<file path="config.mk">
export PLATFORM = sky130hd
export DESIGN_NAME = xc_malu_seq_flat
export DESIGN_NICKNAME = d
export VERILOG_FILES = /design/src/rtl/xc_malu_pkg.sv /design/src/rtl/xc_malu_seq_if.sv /design/src/rtl/xc_malu_seq.sv /design/src/flat_wrapper.sv
export SDC_FILE = /design/constraint.sdc
export NUM_CORES = 1
export LEC_CHECK = 0
export BUFFER_PORTS_ARGS = -buffer_cell sky130_fd_sc_hd__buf_2
export CAP_MARGIN = 20
export CORE_AREA = 10 10 202 204
export CTS_BUF_LIST = sky130_fd_sc_hd__clkbuf_4 sky130_fd_sc_hd__clkbuf_8 sky130_fd_sc_hd__clkbuf_16
export DETAILED_ROUTE_END_ITERATION = 8
export DIE_AREA = 0 0 212 214
export GPL_ROUTABILITY_DRIVEN = 0
export HOLD_SLACK_MARGIN = 0.15
export PLACE_DENSITY_LB_ADDON = 0.25
export SLEW_MARGIN = 40
export SYNTH_ARGS = -nofsm -noshare
export SYNTH_HDL_FRONTEND = slang
export SYNTH_SLANG_ARGS = --single-unit
</file>
<file path="constraint.sdc">
create_clock -name clock -period 21.3 [get_ports clock]
set_input_delay 4.26 -clock clock [delete_from_list [all_inputs] [get_ports clock]]
set_output_delay 4.26 -clock clock [all_outputs]
set_load 0.05 [all_outputs]
</file>
<file path="src/rtl/xc_malu_pkg.sv">
// Shared constants and types for the MALU sequencer and its step datapath.
package xc_malu_pkg;

  localparam logic [1:0] MALU_IDLE = 2'd0;
  localparam logic [1:0] MALU_RUN  = 2'd1;
  localparam logic [1:0] MALU_DONE = 2'd2;

  // Bit positions within the one-hot op select.
  localparam int OP_DIV    = 0;
  localparam int OP_DIVU   = 1;
  localparam int OP_REM    = 2;
  localparam int OP_REMU   = 3;
  localparam int OP_MUL    = 4;
  localparam int OP_MULU   = 5;
  localparam int OP_MULSU  = 6;
  localparam int OP_CLMUL  = 7;
  localparam int OP_PMUL   = 8;
  localparam int OP_PCLMUL = 9;

  localparam int MALU_OPW       = 10;
  localparam int MALU_CW        = 6;
  localparam int MALU_MAX_STEPS = 34;

  typedef struct packed {
    logic [63:0] acc;
    logic [31:0] arg_0;
    logic [31:0] arg_1;
  } malu_iter_t;

endpackage

</file>
<file path="src/rtl/xc_malu_seq_if.sv">
// Core handshake plus step-datapath bundle between the MALU sequencer and its neighbours.
interface xc_malu_seq_if
  import xc_malu_pkg::*;
#(
  parameter int CW  = MALU_CW,
  parameter int OPW = MALU_OPW
);

  logic           valid;
  logic           flush;
  logic [OPW-1:0] op;
  logic [63:0]    init_acc;
  logic [31:0]    init_arg_0;
  logic [31:0]    init_arg_1;
  logic [63:0]    dp_n_acc;
  logic [31:0]    dp_n_arg_0;
  logic [31:0]    dp_n_arg_1;
  logic           dp_ready;
  logic [63:0]    dp_result;

  logic [OPW-1:0] op_q;
  logic [CW-1:0]  count;
  logic [63:0]    acc;
  logic [31:0]    arg_0;
  logic [31:0]    arg_1;
  logic           busy;
  logic           ready;
  logic [63:0]    result;
  logic           timeout;

  // The master side covers both the core request and the step datapath.
  modport master (
    output valid, flush, op, init_acc, init_arg_0, init_arg_1,
    output dp_n_acc, dp_n_arg_0, dp_n_arg_1, dp_ready, dp_result,
    input  op_q, count, acc, arg_0, arg_1, busy, ready, result, timeout
  );

  modport slave (
    input  valid, flush, op, init_acc, init_arg_0, init_arg_1,
    input  dp_n_acc, dp_n_arg_0, dp_n_arg_1, dp_ready, dp_result,
    output op_q, count, acc, arg_0, arg_1, busy, ready, result, timeout
  );

endinterface

</file>
<file path="src/rtl/xc_malu_seq.sv">
// MALU multi-cycle sequencer: owns the iteration registers, the op latch and the
// start/complete handshake with flush, abort and a step watchdog.
module xc_malu_seq
  import xc_malu_pkg::*;
#(
  parameter int CW        = MALU_CW,
  parameter int MAX_STEPS = MALU_MAX_STEPS,
  parameter int OPW       = MALU_OPW
) (
  input logic          clock,
  input logic          reset,
  xc_malu_seq_if.slave bus
);

  localparam logic [CW-1:0] LAST_STEP = CW'(MAX_STEPS - 1);

  logic [1:0]     state_q,   state_d;
  logic [CW-1:0]  count_q,   count_d;
  malu_iter_t     iter_q,    iter_d;
  logic [OPW-1:0] op_sel_q,  op_sel_d;
  logic [63:0]    result_q,  result_d;
  logic           timeout_q, timeout_d;
  logic           busy_q,    busy_d;
  logic           ready_q,   ready_d;

  always_comb begin
    // NOTE: every signal gets its hold value first so no path through the case infers a latch.
    state_d   = state_q;
    count_d   = count_q;
    iter_d    = iter_q;
    op_sel_d  = op_sel_q;
    result_d  = result_q;
    timeout_d = timeout_q;

    case (state_q)
      MALU_IDLE: begin
        if (bus.valid && !bus.flush) begin
          iter_d   = '{acc: bus.init_acc, arg_0: bus.init_arg_0, arg_1: bus.init_arg_1};
          op_sel_d = bus.op;
          count_d  = '0;
          state_d  = MALU_RUN;
        end
      end
      MALU_RUN: begin
        // Abort beats completion: a withdrawn request must never produce ready.
        if (bus.flush || !bus.valid) begin
          count_d = '0;
          state_d = MALU_IDLE;
        end else if (bus.dp_ready) begin
          result_d  = bus.dp_result;
          timeout_d = 1'b0;
          state_d   = MALU_DONE;
        end else if (count_q == LAST_STEP) begin
          result_d  = bus.dp_result;
          timeout_d = 1'b1;
          state_d   = MALU_DONE;
        end else begin
          iter_d  = '{acc: bus.dp_n_acc, arg_0: bus.dp_n_arg_0, arg_1: bus.dp_n_arg_1};
          count_d = count_q + CW'(1);
        end
      end
      MALU_DONE: begin
        count_d = '0;
        state_d = MALU_IDLE;
      end
      default: begin
        count_d = '0;
        state_d = MALU_IDLE;
      end
    endcase

    // Status flags are decoded from the next state so they leave the block registered.
    busy_d  = (state_d == MALU_RUN);
    ready_d = (state_d == MALU_DONE);
  end

  always_ff @(posedge clock or posedge reset) begin
    if (reset) begin
      state_q   <= MALU_IDLE;
      count_q   <= '0;
      iter_q    <= '0;
      op_sel_q  <= '0;
      result_q  <= '0;
      timeout_q <= 1'b0;
      busy_q    <= 1'b0;
      ready_q   <= 1'b0;
    end else begin
      // NOTE: non-blocking updates so every flop samples the pre-edge values.
      state_q   <= state_d;
      count_q   <= count_d;
      iter_q    <= iter_d;
      op_sel_q  <= op_sel_d;
      result_q  <= result_d;
      timeout_q <= timeout_d;
      busy_q    <= busy_d;
      ready_q   <= ready_d;
    end
  end

  assign bus.op_q    = op_sel_q;
  assign bus.count   = count_q;
  assign bus.acc     = iter_q.acc;
  assign bus.arg_0   = iter_q.arg_0;
  assign bus.arg_1   = iter_q.arg_1;
  assign bus.busy    = busy_q;
  assign bus.ready   = ready_q;
  assign bus.result  = result_q;
  assign bus.timeout = timeout_q;

endmodule

</file>
<file path="src/flat_wrapper.sv">
// flat-port wrapper written by rule: the top's interface ports become plain ports
module xc_malu_seq_flat import xc_malu_pkg::*;
#(
  parameter int CW        = MALU_CW,
  parameter int MAX_STEPS = MALU_MAX_STEPS,
  parameter int OPW       = MALU_OPW
)
  (clock, reset, bus_valid, bus_flush, bus_op, bus_init_acc, bus_init_arg_0, bus_init_arg_1, bus_dp_n_acc, bus_dp_n_arg_0, bus_dp_n_arg_1, bus_dp_ready, bus_dp_result, bus_op_q, bus_count, bus_acc, bus_arg_0, bus_arg_1, bus_busy, bus_ready, bus_result, bus_timeout);
  xc_malu_seq_if #(.CW(CW), .OPW(OPW)) bus_i ();
  input logic clock;
  input logic reset;
  input wire logic [$bits(bus_i.valid)-1:0] bus_valid;
  input wire logic [$bits(bus_i.flush)-1:0] bus_flush;
  input wire logic [$bits(bus_i.op)-1:0] bus_op;
  input wire logic [$bits(bus_i.init_acc)-1:0] bus_init_acc;
  input wire logic [$bits(bus_i.init_arg_0)-1:0] bus_init_arg_0;
  input wire logic [$bits(bus_i.init_arg_1)-1:0] bus_init_arg_1;
  input wire logic [$bits(bus_i.dp_n_acc)-1:0] bus_dp_n_acc;
  input wire logic [$bits(bus_i.dp_n_arg_0)-1:0] bus_dp_n_arg_0;
  input wire logic [$bits(bus_i.dp_n_arg_1)-1:0] bus_dp_n_arg_1;
  input wire logic [$bits(bus_i.dp_ready)-1:0] bus_dp_ready;
  input wire logic [$bits(bus_i.dp_result)-1:0] bus_dp_result;
  output wire logic [$bits(bus_i.op_q)-1:0] bus_op_q;
  output wire logic [$bits(bus_i.count)-1:0] bus_count;
  output wire logic [$bits(bus_i.acc)-1:0] bus_acc;
  output wire logic [$bits(bus_i.arg_0)-1:0] bus_arg_0;
  output wire logic [$bits(bus_i.arg_1)-1:0] bus_arg_1;
  output wire logic [$bits(bus_i.busy)-1:0] bus_busy;
  output wire logic [$bits(bus_i.ready)-1:0] bus_ready;
  output wire logic [$bits(bus_i.result)-1:0] bus_result;
  output wire logic [$bits(bus_i.timeout)-1:0] bus_timeout;
  assign bus_i.valid = bus_valid;
  assign bus_i.flush = bus_flush;
  assign bus_i.op = bus_op;
  assign bus_i.init_acc = bus_init_acc;
  assign bus_i.init_arg_0 = bus_init_arg_0;
  assign bus_i.init_arg_1 = bus_init_arg_1;
  assign bus_i.dp_n_acc = bus_dp_n_acc;
  assign bus_i.dp_n_arg_0 = bus_dp_n_arg_0;
  assign bus_i.dp_n_arg_1 = bus_dp_n_arg_1;
  assign bus_i.dp_ready = bus_dp_ready;
  assign bus_i.dp_result = bus_dp_result;
  assign bus_op_q = bus_i.op_q;
  assign bus_count = bus_i.count;
  assign bus_acc = bus_i.acc;
  assign bus_arg_0 = bus_i.arg_0;
  assign bus_arg_1 = bus_i.arg_1;
  assign bus_busy = bus_i.busy;
  assign bus_ready = bus_i.ready;
  assign bus_result = bus_i.result;
  assign bus_timeout = bus_i.timeout;
  xc_malu_seq #(.CW(CW), .MAX_STEPS(MAX_STEPS), .OPW(OPW)) u_core (.clock(clock), .reset(reset), .bus(bus_i));
endmodule
</file>
* Yosys cells after proc, flatten, opt, wreduce, memory -nomap -nowiden
Index checks and enable logic that the tools add are counted.
Word-level totals: bits in registers 213, latch bits 0, RAM bits 0, ROM bits 0, bits of input ports 335, output and inout bits 211, word-level logic and storage cells 52, memories kept 0
Cells by class: $add $sub $neg 1, multipliers 0, divide/modulo/power cells 0, order comparisons 0, equality and inequality tests 10, shifts and indexed selects 0, multiplexer cells 19, bitwise logic cells 1, reductions and logical operators 11
Operator list (number):
- 128-bit two-way mux | 4
- 128-bit one-hot mux with 2 select lines | 1
- 64-bit two-way mux | 2
- 6-bit two-way mux | 4
- 6-bit one-hot mux with 2 select lines | 1
- 2-bit two-way mux | 4
- 6-bit by 1-bit adder with 6-bit output (second input constant) | 1
- 6-bit equality test (second input constant) | 1
- 2-bit != test (second input constant) | 3
- 3-bit by 2-bit != test with 1-bit output (second input constant) | 2
- 3-bit AND reduction | 2
- 5-bit AND reduction | 1
- 2-bit by 1-bit equality test with 1-bit output (second input constant) | 2
- 2-bit one-hot mux with 2 select lines | 1
- 2-bit nonzero test | 2
- 2-bit equality test (second input constant) | 1
- 1-bit logical NOT | 2
- 2-bit logical NOT | 1
- 1-bit two-way mux | 2
- 2-bit by 1-bit != test with 1-bit output (second input constant) | 1
- 2-bit AND reduction | 1
- 1-bit logical AND | 1
- 1-bit logical OR | 1
- 1-bit NOT | 1

* Logic depth before layout (Yosys ltp)
depth after elaboration 6, gate-level depth with buffers 7, depth with buffers taken out 5

* Worst setup path after synthesis
No wires, ideal clock.
path type input -> register, from in bus_flush, to reg u_core.result_q[10] (netlist: u_core.bus.result[10]), setup time 125 ps, arrival time 5383 ps, required time 21175 ps, setup slack 15792 ps, cell stages on the path 5, buffers on the path 2, cells stage by stage nand4bb_1 nor2_1 buf_2 buf_4 mux2_2
On the way: word-level cells in the longest chain between the ends 3
Ends and longest elaborated chain:
- start: declaration | line flat_wrapper.sv:13 | input wire logic [$bits(bus_i.flush)-1:0] bus_flush;
- 1-bit logical OR | line xc_malu_seq.sv:46 | if (bus.flush || !bus.valid) begin
- 1-bit NOT (no line)
- 3-bit AND reduction (no line)
- end signal: assignment | line xc_malu_seq.sv:93 | result_q <= result_d;
- end: declaration | line xc_malu_seq.sv:21 | logic [63:0] result_q, result_d;
No other way between the ends. A chain may end at the register's enable or synchronous reset.

* Worst setup path in the final report
from in bus_valid, to reg u_core.iter_q, in the netlist u_core.bus.acc[23]
On the way: word-level cells in the longest chain between the ends 4, elaborated cells on any way between the ends 6, those cells by class eq/ne (2); reduce/logical (4)
Ends and longest elaborated chain:
- start: declaration | line flat_wrapper.sv:12 | input wire logic [$bits(bus_i.valid)-1:0] bus_valid;
- 1-bit logical NOT | line xc_malu_seq.sv:46
- 1-bit logical OR | line xc_malu_seq.sv:46
- 2-bit != test (no line)
- 5-bit AND reduction (no line) (*)
- end signal: assignment | line xc_malu_seq.sv:91 | iter_q <= iter_d;
- end: declaration | line xc_malu_seq.sv:19 | malu_iter_t iter_q, iter_d;
Every way passes the cells marked *; elsewhere a longest branch is shown, timed or not.

==> results by group <==
Routing
  • Drt pass-1 iters: 4
  • Routed wire per std cell: 19.8 µm
  • Post-route DRC: 0
  • Final WL: 32900 µm
  • DRT iter0 DRCs: 188
  • Antenna-violating nets left: 0
  • Via density: 4.29
  • Via count: 7121

Logic synthesis
  • Synthesis Warnings: 0
  • Synth cell types: 35
  • Synth top area share: 52.6%
  • Seq/Total Area, Yosys: 52.6%
  • Top post-synthesis cells by area: dfrtp_1 53%, mux2_2 25%, mux2_4 16%, buf_12 2.2%, buf_2 0.79%
  • Top_reg_cell synth: dfrtp_1
  • Net Count, Synth: 960
  • Yosys top cell by area: dfrtp_1
  • Synth async-reset ratio: 100%
  • Number of synthesized flops with an enable pin: 0
  • Syn Area/Cell: 16.3 µm²
  • Cells after synthesis: 623
  • Post-synthesis register bit count: 213
  • Syn Std Cell Area: 0.0101 mm²
  • Most frequent cell after synthesis: mux2_2
  • Post-synth top cells: 221 x mux2_2, 213 x dfrtp_1, 109 x mux2_4

Clock tree
  • CTS root buf: clkbuf_16
  • Post-CTS setup buffer count: 0
  • Later-pin clock latency in the skew report: 0.52 ns
  • CTS tree: yes
  • Max Root-Sink Buffers: 3
  • Hold Buf Count CTS: 0
  • Clock transition at path regs: 0.06 ns
  • Resized cells post-CTS: 0
  • Sink Count: 213
  • CTS H-Tree Depth: 1
  • CTS buffer count: 25

Place
  • IO buf count: 545
  • DP HPWL: 26000 µm

Global routing
  • First-pass GRT wire length: 49100 µm
  • Tot GR Track Use: 13.7%
  • Grt ovf: 0
  • Largest net degree at the start of global routing: 85
  • Initial antenna violation count: 2
  • Vias in the first global route: 7996

STA
  • Max Slew Vio Count: 0
  • Fin Setup TNS: 0 ns
  • Fmax: 0.173 GHz
  • Unrepaired setup endpoints after global routing: false
  • Minimum clock period: 5.80 ns
  • Worst-Margin Slew: 0.826 ns
  • Rel. slew slack: 45.0%
  • Crit share post-route: 27.2%
  • Hold Vio Cnt, Final: 0
  • Setup violators final: 0
  • Fin Hold WS: 0.500 ns
  • Setup Skew: 0.00953 ns

Pwr
  • Clock power frac: 28.1%
  • VDD IR max: 0.0700 mV
  • Leak: 7.00 nW
  • Psw: 632 µW
  • Pwr dens: 113 mW/mm²
  • Comb pwr share: 38.4%
  • Sw Share: 39.7%
  • Sequential Power Share: 33.5%
  • Total Power: 1.59 mW
  • Int Pwr: 959 µW

Worst setup path
  • Setup crit end kind: flop
  • Setup Crit Path Kind: input port to flop
  • CP arrival: 6.20 ns
  • Crit Path Max Fanout: 63
  • Critical path startpoint: bus_valid
  • Worst setup SP type: input port
  • Reg-to-reg critical path startpoint: u_core.bus.count[0]
  • Required @ worst endpoint: 21.70 ns

Layout
  • Fin nets: 1506
  • Layout cell share with drive strength beyond 1: 78.9%
  • Layout Area Growth over Synthesis: 38.9%

Floorplanning
  • Num ports: 546
  • Die X: 212 µm
  • Core Box Area: 0.0370 mm²
  • Die height: 214 µm
  • Row count: 71
  • Initial Util: 27.4%
  • Die area: 0.0454 mm²

Worst hold path
  • Worst Hold Class: flop to flop
  • Worst Hold Launch: u_core.bus.arg_0[24]

Status
  • Outcome: complete, no violations

Flow run
  • Maxcap violations: 0
-- worst max-delay path, stage by stage --
cell and delay [ns]:
buf_2 0.10, nor2b_1 0.19, nand2b_1 0.16, a21oi_4 0.37, buf_6 0.63, mux2_2 0.41
-- metrics by stage --
step | instances | cell area [µm²] | setup WS (ns) | util, %
3_3_place_gp | 1613 | 13200 | 14.33 | 35.5
3_5_place_dp | 1616 | 13200 | 14.94 | 35.7
2_1_floorplan | 623 | 10100 | 11.22 | -
5_1_grt | 1661 | 14100 | 15.37 | 38.0
6_report | 1661 | 14100 | 15.50 | 38.0
4_1_cts | 1660 | 14100 | 15.50 | 38.0
-- power groups by stage --
| stage | logic [mW] | clock network [mW] | registers (mW) |
|---|---|---|---|
| final | 0.611 | 0.447 | 0.533 |
| after global routing | 0.638 | 0.481 | 0.544 |
| after CTS | 0.621 | 0.463 | 0.533 |
| after detailed placement | 0.620 | 0 | 0.537 |
| after global placement | 0.616 | 0 | 0.537 |
| after floorplan | 0.150 | 0 | 0.839 |
-- cell type report --
type                    instances  area, µm²
fillers                      3642      23000
flip-flops and latches        213       5330
multi-input cells             370       4420
repair buffers                555       2850
clock buffers                  37        753
well taps                     474        593
clock inverters                 7        114
inverters                       4       22.5
diodes                          1       2.50
-- flip-flops by register name, indices dropped and copies added, names as in the netlist --
| register | cells |
|---|---|
| u_core.state_q | 2 |
| u_core.bus.arg_1 | 32 |
| u_core.bus.result | 64 |
| u_core.bus.ready | 1 |
| u_core.bus.acc | 64 |
| u_core.bus.count | 6 |
| u_core.bus.timeout | 1 |
| u_core.bus.arg_0 | 32 |
| u_core.bus.busy | 1 |
| u_core.bus.op_q | 10 |
-- cell families (layout without fill, tap and decap cells) --
logic type	Yosys count	count (layout)	share of synthesized area (%)
other cells	0	1	0
mux	331	331	40.8
buf+inv	40	603	3.96
flops	213	213	52.6
simple gates	23	23	1.33
compound gates	14	14	1.12
fa+ha+maj	2	2	0.247
-- cell usage in the layout (no fill, tap or decap), types with 4 or more instances in the layout --
cell type	count
nor2_1	4
mux2_4	109
clkbuf_4	6
clkbuf_16	25
buf_2	545
buf_6	4
mux2_2	221
dfrtp_1	213
clkbuf_8	6
-- worst paths after layout --
path | to | cells after the start | slack [ns]
worst min register to register | u_core.bus.arg_0[24] | 1 | 0.50
max in group asynchronous | u_core.bus.acc[47] | 4 | 16.37
worst min-delay path | u_core.bus.arg_0[24] | 1 | 0.50
worst max register to register | u_core.bus.acc[23] | 5 | 18.73
worst max-delay path | u_core.bus.acc[23] | 6 | 15.50
min in group asynchronous | u_core.bus.result[59] | 2 | 3.84
-- per-layer routing --
metal	track usage (%)	wire, µm	vias up
li1	-	-	3337
met1	15.4	12600	3441
met2	24.3	16600	305
met3	4.74	3180	36
met4	3.19	563	2
met5	0	20	-
Power figures use the tool's default switching activity.
